==> src/rtl/life_step_sched.sv <==
// Game-of-Life generation scheduler: paces step/clear requests to the grid engine
// off vertical blanking, with run/pause, single-step, clear and speed select.
module life_step_sched #(
    parameter int FRAMES_PER_GEN = 30,
    parameter int CNT_W          = 16
) (
    input  logic             clk,
    input  logic             rst,
    input  logic             vblank,
    input  logic             run,
    input  logic             step_btn,
    input  logic             clr_btn,
    input  logic [1:0]       rate_sel,
    input  logic             gen_done,
    output logic             gen_req,
    output logic             clr_req,
    output logic [CNT_W-1:0] gen_count,
    output logic             busy,
    output logic             overrun
);
    typedef enum logic [1:0] {S_IDLE, S_REQ, S_CLR} state_t;

    localparam logic [7:0] FPG = 8'(FRAMES_PER_GEN);

    state_t           state_q, state_d;
    logic             vblank_q, step_q, clr_q;
    logic             step_pend_q, step_pend_d;
    logic             clr_pend_q, clr_pend_d;
    logic [7:0]       fcnt_q, fcnt_d;
    logic [CNT_W-1:0] cnt_q, cnt_d;
    logic             ovr_q, ovr_d;
    logic             gen_req_q, clr_req_q;
    logic [7:0]       div_raw, div_m1;
    logic             vb_rise, vb_fall, step_rise, clr_rise, frame_last, trig;

    assign vb_rise   = vblank & ~vblank_q;
    assign vb_fall   = ~vblank & vblank_q;
    assign step_rise = step_btn & ~step_q;
    assign clr_rise  = clr_btn & ~clr_q;

    assign div_raw = FPG >> rate_sel;
    assign div_m1  = (div_raw == 8'd0) ? 8'd0 : div_raw - 8'd1;
    // >= rather than == so a speed-up while the counter is past the new
    // terminal value wraps on the next rise instead of counting through 255.
    assign frame_last = (fcnt_q >= div_m1);
    assign trig       = vb_rise & run & frame_last;

    always_comb begin
        state_d     = state_q;
        step_pend_d = step_pend_q;
        clr_pend_d  = clr_pend_q;
        fcnt_d      = fcnt_q;
        cnt_d       = cnt_q;
        ovr_d       = ovr_q;

        if (!run)
            fcnt_d = 8'd0;
        else if (vb_rise)
            fcnt_d = frame_last ? 8'd0 : fcnt_q + 8'd1;

        case (state_q)
            S_IDLE: begin
                if (vb_rise) begin
                    if (clr_pend_q) begin
                        state_d    = S_CLR;
                        clr_pend_d = 1'b0;
                    end else if (step_pend_q || trig) begin
                        state_d     = S_REQ;
                        step_pend_d = 1'b0;
                    end
                end
            end
            S_REQ: begin
                if (gen_done) begin
                    state_d = S_IDLE;
                    cnt_d   = cnt_q + CNT_W'(1);
                end
            end
            S_CLR: begin
                if (gen_done) begin
                    state_d = S_IDLE;
                    cnt_d   = '0;
                end
            end
            default: state_d = S_IDLE;
        endcase

        // A fresh press arriving in the same cycle a pending bit is consumed is kept.
        if (step_rise && !run) step_pend_d = 1'b1;
        if (clr_rise)          clr_pend_d  = 1'b1;

        if (vb_fall && state_q != S_IDLE) ovr_d = 1'b1;
    end

    always_ff @(posedge clk) begin
        vblank_q <= vblank;
        step_q   <= step_btn;
        clr_q    <= clr_btn;
        if (rst) begin
            state_q     <= S_IDLE;
            step_pend_q <= 1'b0;
            clr_pend_q  <= 1'b0;
            fcnt_q      <= 8'd0;
            cnt_q       <= '0;
            ovr_q       <= 1'b0;
            gen_req_q   <= 1'b0;
            clr_req_q   <= 1'b0;
        end else begin
            state_q     <= state_d;
            step_pend_q <= step_pend_d;
            clr_pend_q  <= clr_pend_d;
            fcnt_q      <= fcnt_d;
            cnt_q       <= cnt_d;
            ovr_q       <= ovr_d;
            gen_req_q   <= (state_d == S_REQ);
            clr_req_q   <= (state_d == S_CLR);
        end
    end

    assign gen_req   = gen_req_q;
    assign clr_req   = clr_req_q;
    assign busy      = gen_req_q | clr_req_q;
    assign gen_count = cnt_q;
    assign overrun   = ovr_q;
endmodule

==> config.mk <==
export PLATFORM = sky130hd
export DESIGN_NAME = life_step_sched
export DESIGN_NICKNAME = d
export VERILOG_FILES = /design/src/rtl/life_step_sched.sv
export SDC_FILE = /design/constraint.sdc
export NUM_CORES = 1
export LEC_CHECK = 0
export BUFFER_PORTS_ARGS = -buffer_cell sky130_fd_sc_hd__buf_2
export CAP_MARGIN = 20
export CORE_ASPECT_RATIO = 1.25
export CORE_MARGIN = 10
export CORE_UTILIZATION = 52
export CTS_BUF_LIST = sky130_fd_sc_hd__clkbuf_4 sky130_fd_sc_hd__clkbuf_8
export DETAILED_ROUTE_END_ITERATION = 7
export PLACE_DENSITY = 0.9
export SLEW_MARGIN = 0
export SYNTH_ARGS = -nofsm -noshare
export SYNTH_HDL_FRONTEND = slang
export SYNTH_SLANG_ARGS = --single-unit
==> constraint.sdc <==
create_clock -name clk -period 2.3 [get_ports clk]
set_input_delay 0.575 -clock clk [delete_from_list [all_inputs] [get_ports clk]]
set_output_delay 0.575 -clock clk [all_outputs]
set_load 0.05 [all_outputs]
==> results of run 1 <==
-- worst max-delay path: cells and delay by family --
family	cells	cell delay (ns)
compound gates	3	0.81
simple gates	2	0.49
buf+inv	3	0.27
fa+ha+maj	1	0.24
-- area by class of cell --
type	instances	area [um2]	share of cell area (%)
clock inverter	3	40.0	1.94
timing repair buffer	32	170	8.23
clock buffer	5	68.8	3.33
multi-input combinational	146	1030	49.7
inverter	9	33.8	1.63
sequential	34	681	32.9
tap	37	46.3	2.24
-- report_power, final --
group          internal, W  switching (W)  leakage [nW]
combinational    0.0000361      0.0000511         0.576
sequential        0.000596     0.00000661         0.275
clock             0.000319       0.000214        0.0579
total             0.000951       0.000272         0.909
-- kinds of logic after synthesis --
logic type,count (synthesis)
other,1
AND/OR/NAND/NOR,81
AO/OA/AOI/OAI,32
adder cells (fa/ha/maj),12
XOR/XNOR,19
flip-flops,34
buffers and inverters,12
multiplexers,1
-- worst paths after layout --
| kind | to | slack, ns | depth (start not counted) |
|---|---|---|---|
| min reg2reg | overrun | 0.47 | 2 |
| max reg2reg | clr_req | 0.41 | 7 |
| min | clr_q | 0.40 | 1 |
| max | clr_req | 0.12 | 9 |
-- layout by cell type (no fill, tap or decap), types with 3 or more instances in the layout --
| cell type | count |
|---|---|
| clkbuf_8 | 5 |
| dfxtp_1 | 34 |
| o211ai_1 | 3 |
| xnor2_1 | 7 |
| or2_2 | 3 |
| a21oi_1 | 7 |
| xor2_1 | 12 |
| nand3_1 | 6 |
| buf_2 | 28 |
| inv_1 | 8 |
| nor2_1 | 31 |
| nand4_1 | 5 |
| a21o_1 | 3 |
| nor2b_1 | 4 |
| o21ai_0 | 3 |
| ha_1 | 12 |
| nor2_2 | 3 |
| nand2_1 | 13 |
| buf_4 | 4 |
-- metal layers --
metal  track usage, %  share of wire, %  vias to the layer above  wire (um)
li1                 -                 -                      736          -
met1             13.0                43                      669       1570
met2             21.2                46                       38       1680
met3             5.89               8.2                       11        299
met4             5.64               2.8                        0        101
met5                0                 0                        -          0
-- per-stage QoR --
step	utilization, %	hold WS, ns	std cells
3_5_place_dp	60.1	0.457	258
4_1_cts	63.5	0.385	266
5_1_grt	64.1	0.376	266
6_report	64.1	0.397	266
3_3_place_gp	60.1	0.448	258
2_1_floorplan	-	0.459	192
==> results_dict.tcl, run 1 <==
set metrics [dict create \
    status "completed" \
    cp.required_ns 2.50 \
    end_kind "register" \
    fill_cells 279 \
    p_leak_nw 0.909 \
    grt_max_degree 16 \
    cts_resized 0 \
    async_flop_share_pct 0 \
    synth_top_area_share_pct 39.2 \
    ys_top_cells_by_area "dfxtp_1, ha_1, nor2_1" \
    path_class "in2reg" \
    wl_per_cell_um 13.7 \
    cp_max_fo 2 \
    finalCritPeriodShare_pct 94.6 \
    startpoint_type "input pin" \
    h-tree-depth 2 \
    synth_edf_count 0 \
    dp_hpwl_mm 2.79 \
    skew_ns 0.00347 \
    setup_ws_ns 0.124 \
    setup_viol 0 \
    yosysWarnings 0 \
    min_from "clr_btn" \
    fin_area_um2 2070 \
    synth_mux_area_share_pct 0.577 \
    synth-xor-area-share_pct 9.59 \
    cts.sinks 34 \
    area_delta_synth_final_pct 19.1 \
    die_height_um 84.6 \
    syn_area_um2 1740 \
    diodes 0 \
    synthCells 192 \
    ys_seq_elements 34 \
    fin_crit_ns 2.18 \
    numCtsBuffers 5 \
    final_nets 249 \
    synth_top_area_cell "dfxtp_1" \
    synth_fa_ha_area_share_pct 8.65 \
    synthesis.nets 213 \
    cts_setup_buffers 0 \
    totalWireLength_mm 3.65 \
    cap_violations 0 \
    final_layout_size_suffix_gt1_share_pct 24.5 \
    hold_buffers 0 \
    synth_top_family_by_area "simple AND/OR/NAND/NOR gates" \
    yosysSeqAreaShare_pct 39.2 \
    power_per_cell_area_nw_per_um2 592 \
    detail_route.iter0.violations 56 \
    crit_chain "buf_2 -> or2_2 -> inv_2 -> buf_4 -> ha_1 -> a2111oi_4 -> o211ai_1 -> nor2b_1 -> a311oi_2" \
    grt_setup_unrepaired "no" \
    finalSetupTns_ns 0 \
    peakVddDrop_uv 522 \
    grt_overflow 0 \
    die-area_um2 6060 \
    largest_reg_flops 16 \
    drv_slew 0 \
    drc 0 \
    total_power_w 0.00122 \
    synth_simple_gate_area_share_pct 23.7 \
    io_pins 29 \
    ys.flop_type "dfxtp_1" \
    grt_use_total_pct 12.6 \
    cp_slowest_cell "a2111oi_4" \
    grt_pass1_wl_mm 6.35 \
    path_clk_slew_ns 0.07 \
    antenna_found_initial 0 \
    timing.fmax_ghz 0.460 \
    cp_slowest_stage_delay_ns 0.41 \
    worstReg2RegStart "fcnt_q[0]" \
    hold_viol 0 \
    clock_latency_ns 0.28 \
    port_buffers 28 \
    hold_class "in2reg" \
    core_um2 3220 \
    synth_common_cells "dfxtp_1, nor2_1, nand2_1, ha_1, xor2_1" \
    crit_start "rate_sel[0]" \
    cts_tree "done" \
    root_buffer "clkbuf_8" \
    post_dp_cell_area_um2 1940 \
    grt_pass1_vias 1485 \
    place_congestion 0.816 \
    start_util_pct 53.8 \
    syn_area_per_cell_um2 9.04 \
    antenna_left 0 \
    routed-via-count 1454 \
    drtPass1Iterations 4 \
    cp_data_arrival_time_ns 2.38 \
    cts_buffer_depth 2 \
    via_per_inst 5.47 \
    synth_compound_area_share_pct 15.3 \
    dpl_worst_slack_ns -0.235 \
    synthDistinctLibCells 44 \
    rows 23 \
    die_width_um 71.7 \
]
Power figures use the tool's default switching activity.
==> run 2: changes to the inputs <==
==> constraint.sdc (replaced) <==
create_clock -name clk -period 1.76 [get_ports clk]
set_input_delay 0.44 -clock clk [delete_from_list [all_inputs] [get_ports clk]]
set_output_delay 0.44 -clock clk [all_outputs]
set_load 0.05 [all_outputs]
==> run 2 against run 1 <==
The run now ends with negative setup slack left; clock power rose by 15%; sequential share of layout area down 2.1 points; sequential power up 31%; global-route usage rose by 1.8 points; sequential cell count did not move; worst hold slack lost 0.13 ns; cell area up 7.4%; largest cell class unchanged.
==> results_dict.tcl, run 2 (synthesized netlist as in run 1, its figures left out) <==
set metrics [dict create \
    status "complete, but fails checks" \
    violations "negative setup slack" \
    p_leak_nw 0.987 \
    grt_use_total_pct 14.4 \
    totalWireLength_mm 4.16 \
    final_common_cell "nor2_1" \
    detail_route.iter0.violations 55 \
    numCtsBuffers 5 \
    cp_max_fo 8 \
    end_kind "register" \
    cts_buffer_depth 2 \
    area_delta_synth_final_pct 28.0 \
    hold_viol 0 \
    routed-via-count 1569 \
    place_congestion 0.859 \
    skew_ns 0.00140 \
    startpoint_type "input pin" \
    fin_area_um2 2220 \
    rows 23 \
    path_clk_slew_ns 0.07 \
    grt_pass1_vias 1680 \
    cap_violations 0 \
    peakVddDrop_uv 788 \
    cp_data_arrival_time_ns 2.14 \
    use_met1_pct 13.9 \
    final_layout_size_suffix_gt1_share_pct 32.0 \
    total_power_w 0.00154 \
    dpl_worst_slack_ns -0.519 \
    h-tree-depth 2 \
    met2_usage_pct 24.0 \
    start_util_pct 53.8 \
    root_buffer "clkbuf_8" \
    antenna_left 0 \
    grt_pass1_wl_mm 7.16 \
    drv_slew 0 \
    drc 0 \
    port_buffers 28 \
    setup_ws_ns -0.159 \
    die_height_um 84.6 \
    grt_overflow 0 \
    post_dp_cell_area_um2 2040 \
    timing.fmax_ghz 0.521 \
    layout_common_cells "nor2_1, dfxtp_1, buf_2" \
    grt_max_degree 12 \
    cts.sinks 34 \
    final_nets 264 \
    die-area_um2 6060 \
    via_per_inst 5.58 \
    cts_tree "done" \
    whs_ns 0.265 \
    busiest_layer "met2" \
    power_per_cell_area_nw_per_um2 694 \
    dp_hpwl_mm 3.11 \
    hold_class "in2reg" \
    grt_setup_unrepaired "yes" \
    io_pins 29 \
    grt_use_met3_pct 5.54 \
    cp.required_ns 1.98 \
    core_um2 3220 \
    finalCritPeriodShare_pct 109 \
    clock_latency_ns 0.28 \
    path_class "in2reg" \
    largest_reg_flops 16 \
    antenna_found_initial 0 \
    die_width_um 71.7 \
    fin_util_pct 68.9 \
    drtPass1Iterations 4 \
    wl_per_cell_um 14.8 \
    diodes 0 \
    fin_crit_ns 1.92 \
    setup_viol 12 \
]
run 2: area by class of cell:
type,instances,area (um2)
tap,37,46.3
timing repair buffer,47,295
fill,281,1000
sequential,34,684
multi-input combinational,146,1060
clock inverter,1,5.00
inverter,9,36.3
clock buffer,7,90.1
run 2: worst paths after layout:
kind	endpoint	slack (ns)	start	cells past startpoint
hold / removal	clr_q	0.27	clr_btn	1
hold reg to reg	overrun	0.47	overrun	2
setup reg to reg	fcnt_q[0]	-0.03	fcnt_q[0]	7
setup / recovery	fcnt_q[0]	-0.16	rate_sel[0]	9
run 2: routing by layer:
| layer | vias to the layer above | share of wire [%] |
|---|---|---|
| li1 | 763 | - |
| met1 | 733 | 36 |
| met2 | 56 | 51 |
| met3 | 17 | 8.3 |
| met4 | 0 | 4.3 |
| met5 | - | 0 |
run 2: timing repair:
item,in CTS,in global routing
resized for setup,5,9
endpoints found under the setup margin,11,21
hold buffers,0,0
endpoints found under the hold margin,0,0
pin swaps,5,5
setup buffers,2,2
run 2: metrics by stage:
step                cells  setup TNS (ns)
finish                281           -1.47
global route          281           -2.29
CTS                   279           -1.03
detailed placement    269           -5.04
global placement      269           -3.99
floorplan             192           -1.82
run 2: report_power, final:
group / total [W] / switching (W) / internal [W]
sequential: 0.000787 / 0.00000780 / 0.000780
clock: 0.000613 / 0.000282 / 0.000331
combinational: 0.000140 / 0.0000760 / 0.0000641
total: 0.00154 / 0.000366 / 0.00117
run 2: critical path: stages:
cell and delay (ns):
buf_6 0.09, or2_4 0.26, inv_4 0.07, ha_4 0.19, nand2b_4 0.15, a2111oi_4 0.32
o21ai_1 0.12, a211o_2 0.38, nor2_1 0.12
==> run 3: changes to the inputs <==
--- a/config.mk
+++ b/config.mk
@@ -7,7 +7,6 @@
 export LEC_CHECK = 0
 export BUFFER_PORTS_ARGS = -buffer_cell sky130_fd_sc_hd__buf_2
 export CAP_MARGIN = 20
-export CORE_ASPECT_RATIO = 1.25
 export CORE_MARGIN = 10
 export CORE_UTILIZATION = 52
 export CTS_BUF_LIST = sky130_fd_sc_hd__clkbuf_4 sky130_fd_sc_hd__clkbuf_8
==> run 3 against run 2 <==
The run still ends with negative setup slack left; clock power rose by 23%; sequential cell count did not move; count of clock-buffer cells in the layout fell by 1; critical path depth did not move; core utilization rose by 1.5 points; total power rose by 8.8%; clock skew rose by 0.020 ns; register-to-register slack barely moved; via count fell by 5.5%; sequential share of layout area rose by 0.39 points; combinational power fell by 6%; critical endpoint is now fcnt_q[3]; largest cell class unchanged.
==> results_dict.tcl, run 3 (synthesized netlist as in run 1, its figures left out) <==
set metrics [dict create \
    diodes 0 \
    totalWireLength_mm 3.84 \
    die_width_um 77.8 \
    largest_reg_flops 16 \
    min_to "step_q" \
    violations "negative setup slack" \
    crit_chain "buf_6 -> or2_4 -> inv_4 -> ha_4 -> nand2b_4 -> a2111oi_4 -> o21ai_1 -> a211o_2 -> nor2_2" \
    grt_overflow 0 \
    cp_max_fo 8 \
    grt_max_degree 12 \
    cts_tree "done" \
    r2r_slack_ns -0.02 \
    final_common_cell "nor2_1" \
    dp_hpwl_mm 2.83 \
    min_from "step_btn" \
    start_util_pct 55.5 \
    place_congestion 0.821 \
    grt_setup_unrepaired "yes" \
    path_class "in2reg" \
    stdcell_count 282 \
    finalSetupTns_ns -0.402 \
    cp_num_buf_inv 2 \
    fin_crit_ns 1.82 \
    layout_common_cells "nor2_1, dfxtp_1, buf_2" \
    final_nets 258 \
    grt_pass1_vias 1451 \
    cap_violations 0 \
    core_um2 3130 \
    p_leak_nw 0.960 \
    h-tree-depth 2 \
    drc 0 \
    setup_ws_ns -0.0569 \
    drtPass1Iterations 4 \
    hold_class "in2reg" \
    io_pins 29 \
    finalCritPeriodShare_pct 103 \
    cp_slowest_stage_delay_ns 0.42 \
    min_path_cells 1 \
    end_kind "register" \
    cts_buffer_depth 2 \
    r2r_cells 6 \
    clock_latency_ns 0.35 \
    drv_slew 0 \
    worst_pin_slew_ns 0.503 \
    status "complete, but fails checks" \
    path_clk_slew_ns 0.10 \
    routed-via-count 1482 \
    startpoint_type "input pin" \
    power_per_cell_area_nw_per_um2 762 \
    worstReg2RegStart "fcnt_q[2]" \
    cp_data_arrival_time_ns 2.10 \
    hold_buffers 0 \
    via_per_inst 5.26 \
    die_height_um 77.8 \
    grt_use_total_pct 12.7 \
    hold_viol 0 \
    wl_per_cell_um 13.6 \
    area_delta_synth_final_pct 26.8 \
    dpl_worst_slack_ns -0.433 \
    final_layout_size_suffix_gt1_share_pct 31.1 \
    timing.fmax_ghz 0.550 \
    peakVddDrop_uv 599 \
    numCtsBuffers 5 \
    critical_path.top_delay_family "compound AO/OA/AOI/OAI gates" \
    die-area_um2 6050 \
    cts.sinks 34 \
    setup_viol 8 \
    port_buffers 28 \
    cp_slowest_cell "a211o_2" \
    detail_route.iter0.violations 59 \
    rows 20 \
    dp_cells 273 \
    antenna_left 0 \
    grt_pass1_wl_mm 6.36 \
    root_buffer "clkbuf_4" \
    antenna_found_initial 0 \
    skew_ns 0.0214 \
    r2r_end "fcnt_q[3]" \
    cp.required_ns 2.04 \
    fill_cells 243 \
    slew_headroom_pct 66.1 \
    total_power_w 0.00168 \
]
[run 3: how the worst max path moves through the flow]
stage / from / to / slack (ns) / cells after the start
floorplan: rate_sel[0] / clr_req / -0.24 / 8
global placement: rate_sel[0] / fcnt_q[1] / -0.38 / 9
detailed placement: rate_sel[0] / clr_req / -0.43 / 9
CTS: rate_sel[0] / fcnt_q[5] / -0.06 / 9
global route: rate_sel[0] / fcnt_q[3] / -0.11 / 9
finish: rate_sel[0] / fcnt_q[3] / -0.06 / 9
[run 3: area by class of cell]
class / count / area (um2) / area share (%)
timing repair buffer: 41 / 250 / 11.4
clock inverter: 2 / 60.1 / 2.73
clock buffer: 6 / 51.3 / 2.33
sequential: 34 / 687 / 31.2
inverter: 9 / 36.3 / 1.65
tap: 44 / 55.1 / 2.50
multi-input combinational: 146 / 1060 / 48.2
[run 3: what timing repair did]
item,4_1_cts,5_1_grt
resized for setup,4,12
pin swaps,7,5
setup endpoints to repair,9,18
buffers inserted,1,1
[run 3: power breakdown]
part / leakage (nW) / switching (W) / internal [W]
Clock: 0.0585 / 0.000275 / 0.000481
Sequential: 0.278 / 0.00000812 / 0.000780
Combinational: 0.624 / 0.0000729 / 0.0000593
Total: 0.960 / 0.000356 / 0.00132
[run 3: per-stage QoR]
stage	utilization (%)	cell area (um2)	hold WS, ns
3_3_place_gp	64.8	2030	0.449
3_5_place_dp	64.8	2030	0.468
4_1_cts	69.1	2160	0.204
5_1_grt	70.4	2200	0.194
6_report	70.4	2200	0.215
2_1_floorplan	-	1750	0.459
[run 3: metal layers]
metal	global-route usage, %	wire [um]
met2	20.8	1830
met4	6.39	89
met3	5.99	280
met5	0	0
met1	13.3	1630
